==> config.mk <==
export PLATFORM = sky130hd
export DESIGN_NAME = uart_word_tx
export DESIGN_NICKNAME = d
export VERILOG_FILES = /design/src/rtl/uart_word_tx.sv
export SDC_FILE = /design/constraint.sdc
export NUM_CORES = 1
export LEC_CHECK = 0
export CORE_UTILIZATION = 64
export DETAILED_ROUTE_END_ITERATION = 6
export GPL_TIMING_DRIVEN = 0
export PLACE_DENSITY = 0.85
export SETUP_SLACK_MARGIN = 0.3
export SLEW_MARGIN = 10
export SYNTH_ARGS = -nofsm -noshare
export SYNTH_HDL_FRONTEND = slang
export SYNTH_SLANG_ARGS = --single-unit
==> constraint.sdc <==
create_clock -name clk -period 5.7 [get_ports clk]
set_input_delay 1.71 -clock clk [delete_from_list [all_inputs] [get_ports clk]]
set_output_delay 1.71 -clock clk [all_outputs]
set_load 0.03 [all_outputs]
==> src/rtl/uart_word_tx.sv <==
// Word-to-byte serializer in front of async_transmitter: FIFO-buffered words leave LSB byte first.
// Define UART_WORD_TX_CSUM_EN to append an XOR checksum byte after every word.
module uart_word_tx #(
  parameter int WORD_BYTES = 4,
  parameter int FIFO_DEPTH = 4
) (
  input  logic                          clk,
  input  logic                          rst_n,
  input  logic                          wr_valid,
  output logic                          wr_ready,
  input  logic [8*WORD_BYTES-1:0]       wr_data,
  output logic                          tx_start,
  output logic [7:0]                    tx_data,
  input  logic                          tx_busy,
  output logic                          busy,
  output logic [$clog2(FIFO_DEPTH):0]   fifo_count
);

  localparam int PW = $clog2(FIFO_DEPTH);
  localparam int CW = PW + 1;
  localparam int IW = (WORD_BYTES > 1) ? $clog2(WORD_BYTES) : 1;
  localparam int DW = 8 * WORD_BYTES;
  localparam logic [CW-1:0] DEPTH_C    = CW'(FIFO_DEPTH);
  localparam logic [IW-1:0] LAST_IDX_C = IW'(WORD_BYTES - 1);

  typedef enum logic [2:0] {
    S_IDLE  = 3'd0,
    S_LOAD  = 3'd1,
    S_START = 3'd2,
    S_GAP   = 3'd3,
    S_DRAIN = 3'd4
`ifdef UART_WORD_TX_CSUM_EN
    , S_CSUM = 3'd5
`endif
  } state_t;

  state_t          state_r, next_s;
  logic [DW-1:0]   mem_r [FIFO_DEPTH];
  logic [PW-1:0]   wr_ptr_r, rd_ptr_r;
  logic [CW-1:0]   count_r;
  logic [7:0]      word_r [WORD_BYTES];
  logic [IW-1:0]   idx_r;
  logic [7:0]      tx_data_r;
  logic [7:0]      byte_s;
  logic            tx_start_s;
  logic            push_s;
  logic            pop_s;

`ifdef UART_WORD_TX_CSUM_EN
  logic [7:0]      acc_r;
  logic            csum_sent_r;

  function automatic logic [7:0] xor_byte(input logic [7:0] acc, input logic [7:0] b);
    return acc ^ b;
  endfunction
`endif

  // A full FIFO refuses writes even when a pop lands in the same cycle.
  assign wr_ready   = (count_r < DEPTH_C);
  assign push_s     = wr_valid && wr_ready;
  assign fifo_count = count_r;
  assign busy       = (state_r != S_IDLE) || (count_r != '0);
  assign tx_start   = tx_start_s;
  assign tx_data    = tx_start_s ? byte_s : tx_data_r;

  // Word FIFO storage, pointers and occupancy.
  always_ff @(posedge clk or negedge rst_n) begin
    if (!rst_n) begin
      wr_ptr_r <= '0;
      rd_ptr_r <= '0;
      count_r  <= '0;
      for (int i = 0; i < FIFO_DEPTH; i++) mem_r[i] <= '0;
    end else begin
      if (push_s) begin
        mem_r[wr_ptr_r] <= wr_data;
        wr_ptr_r        <= wr_ptr_r + 1'b1;
      end
      if (pop_s) rd_ptr_r <= rd_ptr_r + 1'b1;
      case ({push_s, pop_s})
        2'b10:   count_r <= count_r + 1'b1;
        2'b01:   count_r <= count_r - 1'b1;
        default: count_r <= count_r;
      endcase
    end
  end

  // FSM state register.
  always_ff @(posedge clk or negedge rst_n) begin
    if (!rst_n) state_r <= S_IDLE;
    else        state_r <= next_s;
  end

  // FSM next-state logic; GAP skips one busy sample to cover transmitter latency.
  always_comb begin
    next_s = state_r;
    case (state_r)
      S_IDLE:  if (count_r != '0) next_s = S_LOAD; else next_s = S_IDLE;
      S_LOAD:  next_s = S_START;
      S_START: if (!tx_busy) next_s = S_GAP; else next_s = S_START;
      S_GAP:   next_s = S_DRAIN;
      S_DRAIN: begin
        if (tx_busy)                  next_s = S_DRAIN;
        else if (idx_r != LAST_IDX_C) next_s = S_START;
`ifdef UART_WORD_TX_CSUM_EN
        else if (!csum_sent_r)        next_s = S_CSUM;
`endif
        else                          next_s = S_IDLE;
      end
`ifdef UART_WORD_TX_CSUM_EN
      S_CSUM:  if (!tx_busy) next_s = S_GAP; else next_s = S_CSUM;
`endif
      default: next_s = S_IDLE;
    endcase
  end

  // FSM outputs: start pulse, selected byte and FIFO pop.
  always_comb begin
    tx_start_s = 1'b0;
    byte_s     = word_r[idx_r];
    pop_s      = (state_r == S_LOAD);
    case (state_r)
      S_START: if (!tx_busy) tx_start_s = 1'b1; else tx_start_s = 1'b0;
`ifdef UART_WORD_TX_CSUM_EN
      S_CSUM: begin
        byte_s = acc_r;
        if (!tx_busy) tx_start_s = 1'b1; else tx_start_s = 1'b0;
      end
`endif
      default: tx_start_s = 1'b0;
    endcase
  end

  // Shift register, byte index, held output byte and checksum accumulator.
  always_ff @(posedge clk or negedge rst_n) begin
    if (!rst_n) begin
      idx_r     <= '0;
      tx_data_r <= 8'h00;
      for (int b = 0; b < WORD_BYTES; b++) word_r[b] <= 8'h00;
`ifdef UART_WORD_TX_CSUM_EN
      acc_r       <= 8'h00;
      csum_sent_r <= 1'b0;
`endif
    end else begin
      case (state_r)
        S_LOAD: begin
          for (int b = 0; b < WORD_BYTES; b++) word_r[b] <= mem_r[rd_ptr_r][8*b +: 8];
          idx_r <= '0;
`ifdef UART_WORD_TX_CSUM_EN
          acc_r       <= 8'h00;
          csum_sent_r <= 1'b0;
`endif
        end
        S_DRAIN: if (!tx_busy && (idx_r != LAST_IDX_C)) idx_r <= idx_r + 1'b1;
        default: idx_r <= idx_r;
      endcase
      if (tx_start_s) tx_data_r <= byte_s;
`ifdef UART_WORD_TX_CSUM_EN
      if (tx_start_s && (state_r == S_START)) acc_r <= xor_byte(acc_r, byte_s);
      if (tx_start_s && (state_r == S_CSUM))  csum_sent_r <= 1'b1;
`endif
    end
  end

endmodule
======== After elaboration in Yosys (flattened, before gate mapping) ========
Cells that the tools add are included.
storage, ports and cells
  logic and storage cells ................. 66
  register bits after elaboration ......... 180
  input port bits ......................... 36
cells by class
  $add $sub $neg .......................... 5
  $lt $le $gt $ge ......................... 5
  mux-type cells .......................... 20
  reduce and logical (&&, ||, !) cells .... 11
  bitwise operators ....................... 3
  equal/unequal tests ..................... 8
operator list
  cell                                                                  number
  128-bit bitwise mux                                                   1
  32-bit 2-to-1 mux                                                     3
  32-bit binary-select mux with 2-bit select                            1
  32-bit demux with 2-bit select                                        1
  8-bit 2-to-1 mux                                                      3
  8-bit binary-select mux with 2-bit select                             1
  3-bit case mux with 5 select lines                                    1
  3-bit greater-or-equal comparator, second input constant              3
  2-bit NOT with 3-bit output                                           3
  2-bit by 1-bit adder with 2-bit output, second input constant         3
  3-bit by 2-bit == test with 1-bit output, second input constant       2
  3-bit case mux with 2 select lines                                    1
  3-bit nonzero test                                                    2
  1-bit 2-to-1 mux                                                      4
  2-bit 2-to-1 mux                                                      2
  2-bit inequality test, second input constant                          2
  2-bit case mux with 2 select lines                                    1
  2-bit nonzero test                                                    2
  3-bit by 1-bit adder with 3-bit output, second input constant         1
  3-bit by 1-bit == test with 1-bit output, second input constant       1
  3-bit == test, second input constant                                  1
  1-bit logical AND                                                     3
  3-bit logical NOT                                                     1
  3-bit by 1-bit < comparator with 1-bit output, second input constant  1
  8 further kinds                                                       8

======== Depth between registers and ports, before layout ========
Gate-level depths: netlist of the first run.
  word-level depth ........................ 6
  mapped depth ............................ 9
  gate-level depth less buffers ........... 8

======== Least setup slack after synthesis of the first run ========
Ideal clock, no wire load.
  path type ............................... in2out
  start point ............................. in tx_busy
  end point ............................... out tx_data[0]
  slack ................................... 1,115 ps
  arrival ................................. 2,875 ps
  stages .................................. 2
  required time ........................... 3,990 ps
  path through ............................ nor4b_4 > mux2_2
between the ends
  word-level cells in the longest chain between the ends .. 3
ends and longest elaborated chain
  element             line  source
  start: declaration  14    input logic tx_busy,
  1-bit 2-to-1 mux    122   S_START: if (!tx_busy) tx_start_s = 1'b1; else tx_start_s = 1'b0;
  1-bit 2-to-1 mux    121   case (state_r)
  8-bit 2-to-1 mux    -
  end: declaration    13    output logic [7:0] tx_data,
Every way passes these cells.

======== Final worst setup path of the first run ========
  start point ............................. in tx_busy
  end point ............................... out tx_data[5]
The elaborated chain is that of the path after synthesis.

==> metrics.txt, run 1 <==
outcome=finished clean; Leak=between 4 and 5 nW; post-route cell area=9260 µm²; Routed WL=16,000 µm; clk_lat worst skew=between 0.4 and 0.5 ns; Die ar.=12,800 µm²; Primary FF master, synth=dfrtp_1; Core Util, Final=76.7%; Mean Syn Cell Area=16.9 µm²; vias in the first global route=4,776; dpl ws=0.0131 ns; drt pass-1 iters=7; metal2 WL=between 8000 and 9000 µm; Ant. Diodes=0; register bit total from synthesis=180; clock-pin transition on the worst setup and hold timing paths=0.06 ns; Max-Cap Viols=0; remaining antenna violation count=0; M1 WL=6900 µm; Cell Area, Placed=8670 µm²; I/O pins=50; Post-synth ARST share=100%; Worst R2R Setup Slack=3.32 ns; CP Data Required Time=about 4.0 ns; crit-path max cell delay=between 0.5 and 0.6 ns; buffer and inverter count on the worst path=3; Worst Hold Margin=0.498 ns; cells after synthesis=~470; CP Max Fanout=8; DRC=0; dpl hpwl=10,500 µm; CTS tree=yes; CP delay by family, top=buffers and inverters; pwr/cell area=603 nW/µm²; Area growth, synth to finish=16.6%; DRT iter0 DRCs=around 300; PortBufs=49; CP Cell Sequence=clkdlybuf4s50_1 > nor4b_4 > buf_12 > mux2_2 > dlygate4sd2_1; Die Ht=113 µm; Tot Pwr=5.58 mW; unrepaired setup endpoints after global routing=false; startpoint type of the worst setup path=input pin; core region area=12,100 µm²; share of layout cells above drive strength 1=around 45%; DR vias=4,339; Synth cell types=30; Synth Net Count=512; total grt overflow=0; fmax=0.189 GHz; Final min period=5.29 ns; fin nets=583; CTS root buf=clkbuf_16; DR WL met3=662 µm; Post-synth EDFFs=0; clk buf depth=2; Worst IR Drop VDD=between 0.3 and 0.4 mV; Worst-Margin Slew=around 0.84 ns; Min-Delay Path Class=reg2reg; GP Congestion=around 0.74; starting density of the core=65.8%; WL per Instance=22.4 µm; Yosys warning total=0; GRT Total Usage=27.8%; top routing layer used=met4; TritonCTS Buffers=17; Setup violations, final=0; final setup skew=approximately 0.0055 ns; hold-fix buffers at CTS=0; Die W=113 µm; Final Hold Fails=0; Std-Cell Rows=40; H-Tree Depth=4; clk sinks=180; Final WS setup=0.412 ns; Setup crit end kind=primary output; vias per cell=6.04; Synth Cell Area=around 8000 µm²; Crit-path slowest cell=clkdlybuf4s50_1; fill count=712; antenna violations before repair=0; final number of max-transition violations=0; flip-flop and latch area=around 4500 µm²; WP data arrival=3.58 ns; first-pass GRT wire length=~26,000 µm; post-synthesis sequential area ratio=56.8%; Multi-input gate area=3220 µm²; fin crit share=around 93%; Crit Path Category=in2out; largest net degree at the start of global routing=102; Slew HR=43.9%
[power by group]
group | switching (mW) | internal, mW
Clock | 0.471 | 0.679
Combinational | 0.927 | 1.24
Sequential | 0.331 | 1.93
Total | 1.73 | 3.85
[sequential cells by signal, indices dropped and copies added, names as in the netlist]
name / cells
wr_ptr_r: 2
idx_r: 2
rd_ptr_r: 2
word_r: 32
fifo_count: 3
tx_data_r: 8
state_r: 3
mem_r: 128
[stage by stage]
stage                     instances  setup TNS (ns)
final                           718               0
after global routing            718               0
after CTS                       718               0
after detailed placement        687               0
after global placement          686         -699.38
after floorplan                 469               0
[metal layers]
layer  up-vias  track usage, %
met1      2334            36.9
met4         0            9.04
li1       1890               -
met2        92            45.9
met3        23            6.80
met5         -               0
[placed cells by master, fill, tap and decap left out, drive strengths merged, types with 2 or more instances in the layout]
cell type      instances
xor2                   2
buf                   29
xnor2                  4
nor2                   2
clkinvlp               3
nand2                  8
mux4                  40
a22o                   2
mux2                 168
clkdlybuf4s50         40
nor2b                  3
clkinv                 4
dfrtp                180
o21ai                  4
dlygate4sd2            8
clkbuf                23
nor3b                  2
bufinv                 3
inv                    8
ha                     6
[cell usage after synthesis (all sizes together) (2+ instances only)]
library cell	count	area share (%)
nand2	8	0.38
dfrtp	180	57
o21ai	4	0.25
nor2b	3	0.24
xnor2	4	0.44
ha	6	0.95
clkbuf	4	0.19
mux2	168	24
mux4	40	12
nor2	2	0.095
inv	8	0.38
a22o	2	0.22
xor2	2	0.22
nor3b	2	0.33
buf	25	2.1
[logic make-up (layout without fill, tap and decap cells)]
| group | count (synthesis) | after routing | share of synthesized area, % |
|---|---|---|---|
| adder cells (fa/ha/maj) | 7 | 7 | 1.20 |
| AO/OA/AOI/OAI | 10 | 10 | 0.915 |
| buffers and inverters | 37 | 118 | 2.63 |
| flip-flops | 180 | 180 | 56.8 |
| XOR/XNOR | 6 | 6 | 0.662 |
| multiplexers | 209 | 209 | 36.2 |
| AND/OR/NAND/NOR | 20 | 20 | 1.66 |
[area by class of cell]
cell class | count | share of cell area, %
plain buffers | 29 | 1.93
clock buffers | 19 | 4.68
clock inverters | 10 | 1.47
inverters | 8 | 0.324
multi-input cells | 252 | 34.8
flip-flops and latches | 180 | 48.7
well taps | 168 | 2.27
repair buffers | 52 | 5.84
[worst register-to-register path: cells and delay by family (launching register included)]
kind                     cells  cell delay [ns]
XOR/XNOR                     2             0.27
flip-flops                   1             0.35
adder cells (fa/ha/maj)      2             0.58
buffers and inverters        3             0.56
AND/OR/NAND/NOR              2             0.54
[what timing repair did]
action                                  in CTS  in global routing
buffers inserted                             2                  0
gates resized for setup                      8                  0
endpoints found under the setup margin       9                  0
[final timing paths]
kind                                   startpoint                        end  cells after the start
min                        mem_r[121]$_DFFE_PN0P_     mem_r[121]$_DFFE_PN0P_                      1
min reg2reg                mem_r[121]$_DFFE_PN0P_     mem_r[121]$_DFFE_PN0P_                      1
max                                       tx_busy                 tx_data[5]                      5
max in group asynchronous                   rst_n     word_r[31]$_DFFE_PN0N_                      2
min in group asynchronous                   rst_n      mem_r[76]$_DFFE_PN0P_                      1
max reg2reg                  state_r[2]$_DFF_PN0_  fifo_count[2]$_DFFE_PN0P_                      9
Note: power is estimated with default switching activity, not from simulation.
==> run 2: changes to the inputs <==
--- a/config.mk
+++ b/config.mk
@@ -5,10 +5,12 @@
 export SDC_FILE = /design/constraint.sdc
 export NUM_CORES = 1
 export LEC_CHECK = 0
-export CORE_UTILIZATION = 64
+export CAP_MARGIN = 20
+export CORE_UTILIZATION = 50
+export CTS_CLUSTER_SIZE = 40
 export DETAILED_ROUTE_END_ITERATION = 6
 export GPL_TIMING_DRIVEN = 0
-export PLACE_DENSITY = 0.85
+export PLACE_DENSITY = 0.69
 export SETUP_SLACK_MARGIN = 0.3
 export SLEW_MARGIN = 10
 export SYNTH_ARGS = -nofsm -noshare
==> metrics.txt, run 2 (synthesis results as in run 1) <==
dpl ws=-0.0378 ns; DR WL met3=500 µm; antenna violations before repair=0; drt pass-1 iters=4; Final min period=5.25 ns; clock-pin transition on the worst setup and hold timing paths=0.06 ns; Routed WL=15,600 µm; TritonCTS Buffers=17; Slew HR=approximately two fifths; total grt overflow=0; H-Tree Depth=4; WL per Instance=between 20 and 25 µm; final number of max-transition violations=0; I/O pins=50; share of layout cells above drive strength 1=between 40% and 50%; Crit Path Category=in2out; Core Util, Final=around three fifths; Crit-path slowest cell=clkdlybuf4s50_1; Min-Delay Path Class=reg2reg; Die ar.=16,400 µm²; GP Congestion=0.773; clk buf depth=2; DRC=0; fin crit share=92.1%; Gate power share=38.6%; startpoint type of the worst setup path=input pin; Worst setup endpoint=tx_data[2]; share of power burned in the clock network=21.2%; Max-Cap Viols=0; CTS root buf=clkbuf_16; Leak=~4.0 nW; Std-Cell Rows=45; Pint=3.88 mW; dpl hpwl=10,500 µm; Die Ht=128 µm; CP Data Required Time=3.99 ns; PortBufs=49; R2R Path Start=state_r[2]$_DFF_PN0_; DRT iter0 DRCs=210; clk_lat worst skew=~0.42 ns; WP data arrival=3.54 ns; Sw Ratio=30.3%; final setup skew=0.00633 ns; top routing layer used=met4; Worst-Margin Slew=0.876 ns; clk sinks=180; critical path startpoint=tx_busy; Final WS setup=~0.45 ns; hold-fix buffers at CTS=0; most frequent cells in the layout=180 x dfrtp_1, 168 x mux2_2, 40 x clkdlybuf4s50_1; Sw Pwr=roughly 1.7 mW; CTS tree=yes; largest net degree at the start of global routing=approximately 110; crit-path max cell delay=0.52 ns; Ant. Diodes=0; R2R Path End=fifo_count[2]$_DFFE_PN0P_; Seq pwr share=between 40% and 50%; core region area=15,400 µm²; CP Max Fanout=8; max reg flops=128; R2R depth=9; Area growth, synth to finish=17.6%; pwr/cell area=596 nW/µm²; remaining antenna violation count=0; fin nets=583; metal2 WL=7610 µm; outcome=finished clean; CP Cell Sequence=clkdlybuf4s50_1 > nor4b_4 > buf_12 > mux2_2 > dlygate4sd2_1; Setup violations, final=0; Final Hold Fails=0; Largest regs=mem_r (128), word_r (32), tx_data_r (8); M1 WL=between 7000 and 8000 µm; unrepaired setup endpoints after global routing=false; Worst IR Drop VDD=0.286 mV; first-pass GRT wire length=25,500 µm; Fin Setup TNS=0 ns; Worst R2R Setup Slack=3.32 ns; Setup crit end kind=primary output; Die W=128 µm; vias per cell=5.61; GRT Total Usage=21.3%; largest register by flop count=mem_r; fmax=0.191 GHz; DR vias=4,272; starting density of the core=51.6%; vias in the first global route=4,607; most common cell after layout, fill and taps aside=dfrtp_1
## run 2: cell types whose count changed in the layout (fill, tap and decap cells not counted), sizes merged
cell / delta
inv: +1
clkinvlp: -1
clkinv: -1
clkbuf: +2
## run 2: through the flow
step	area (µm²)	hold WS, ns	std cells	total power, mW
final	9330	0.496	762	5.56
after global routing	9330	0.508	762	5.87
after CTS	9330	0.500	762	5.62
after detailed placement	8720	0.486	730	4.44
after global placement	8690	0.479	729	4.34
after floorplan	7940	0.470	469	3.79
## run 2: worst min path at each step
stage,endpoint,startpoint,depth (start not counted),slack [ns]
after detailed placement,mem_r[119]$_DFFE_PN0P_,mem_r[119]$_DFFE_PN0P_,1,0.49
after floorplan,mem_r[64]$_DFFE_PN0P_,mem_r[64]$_DFFE_PN0P_,1,0.47
final,mem_r[94]$_DFFE_PN0P_,mem_r[94]$_DFFE_PN0P_,1,0.50
after global routing,mem_r[81]$_DFFE_PN0P_,mem_r[81]$_DFFE_PN0P_,1,0.51
after global placement,mem_r[60]$_DFFE_PN0P_,mem_r[60]$_DFFE_PN0P_,1,0.48
after CTS,mem_r[94]$_DFFE_PN0P_,mem_r[94]$_DFFE_PN0P_,1,0.50
## run 2: layer usage
metal	track usage, %	up-vias
li1	-	1896
met1	29.3	2296
met2	34.6	69
met3	4.42	11
met4	5.81	0
met5	0	-
## run 2: critical path: cells and delay by family
kind	cells	cell delay, ns
multiplexers	1	0.37
AND/OR/NAND/NOR	1	0.39
buffers and inverters	3	1.06
## run 2: cell type report
class	instances	area, µm²
Fill cell	1164	6040
Sequential cell	180	4500
Multi-Input combinational cell	252	3220
Buffer	29	179
Clock inverter	9	129
Tap cell	211	264
Inverter	8	30.0
Timing Repair Buffer	52	541
Clock buffer	21	460
## run 2: power groups by stage
stage | registers [mW] | clock network (mW) | logic [mW]
floorplan | 2.15 | 0 | 1.63
global placement | 2.22 | 0 | 2.12
detailed placement | 2.25 | 0 | 2.18
CTS | 2.24 | 1.20 | 2.18
global route | 2.31 | 1.24 | 2.31
finish | 2.24 | 1.18 | 2.14
## run 2: repair_timing
action | CTS | global route
gates resized for setup | 8 | 0
setup buffers | 2 | 0
setup endpoints to repair | 9 | 0
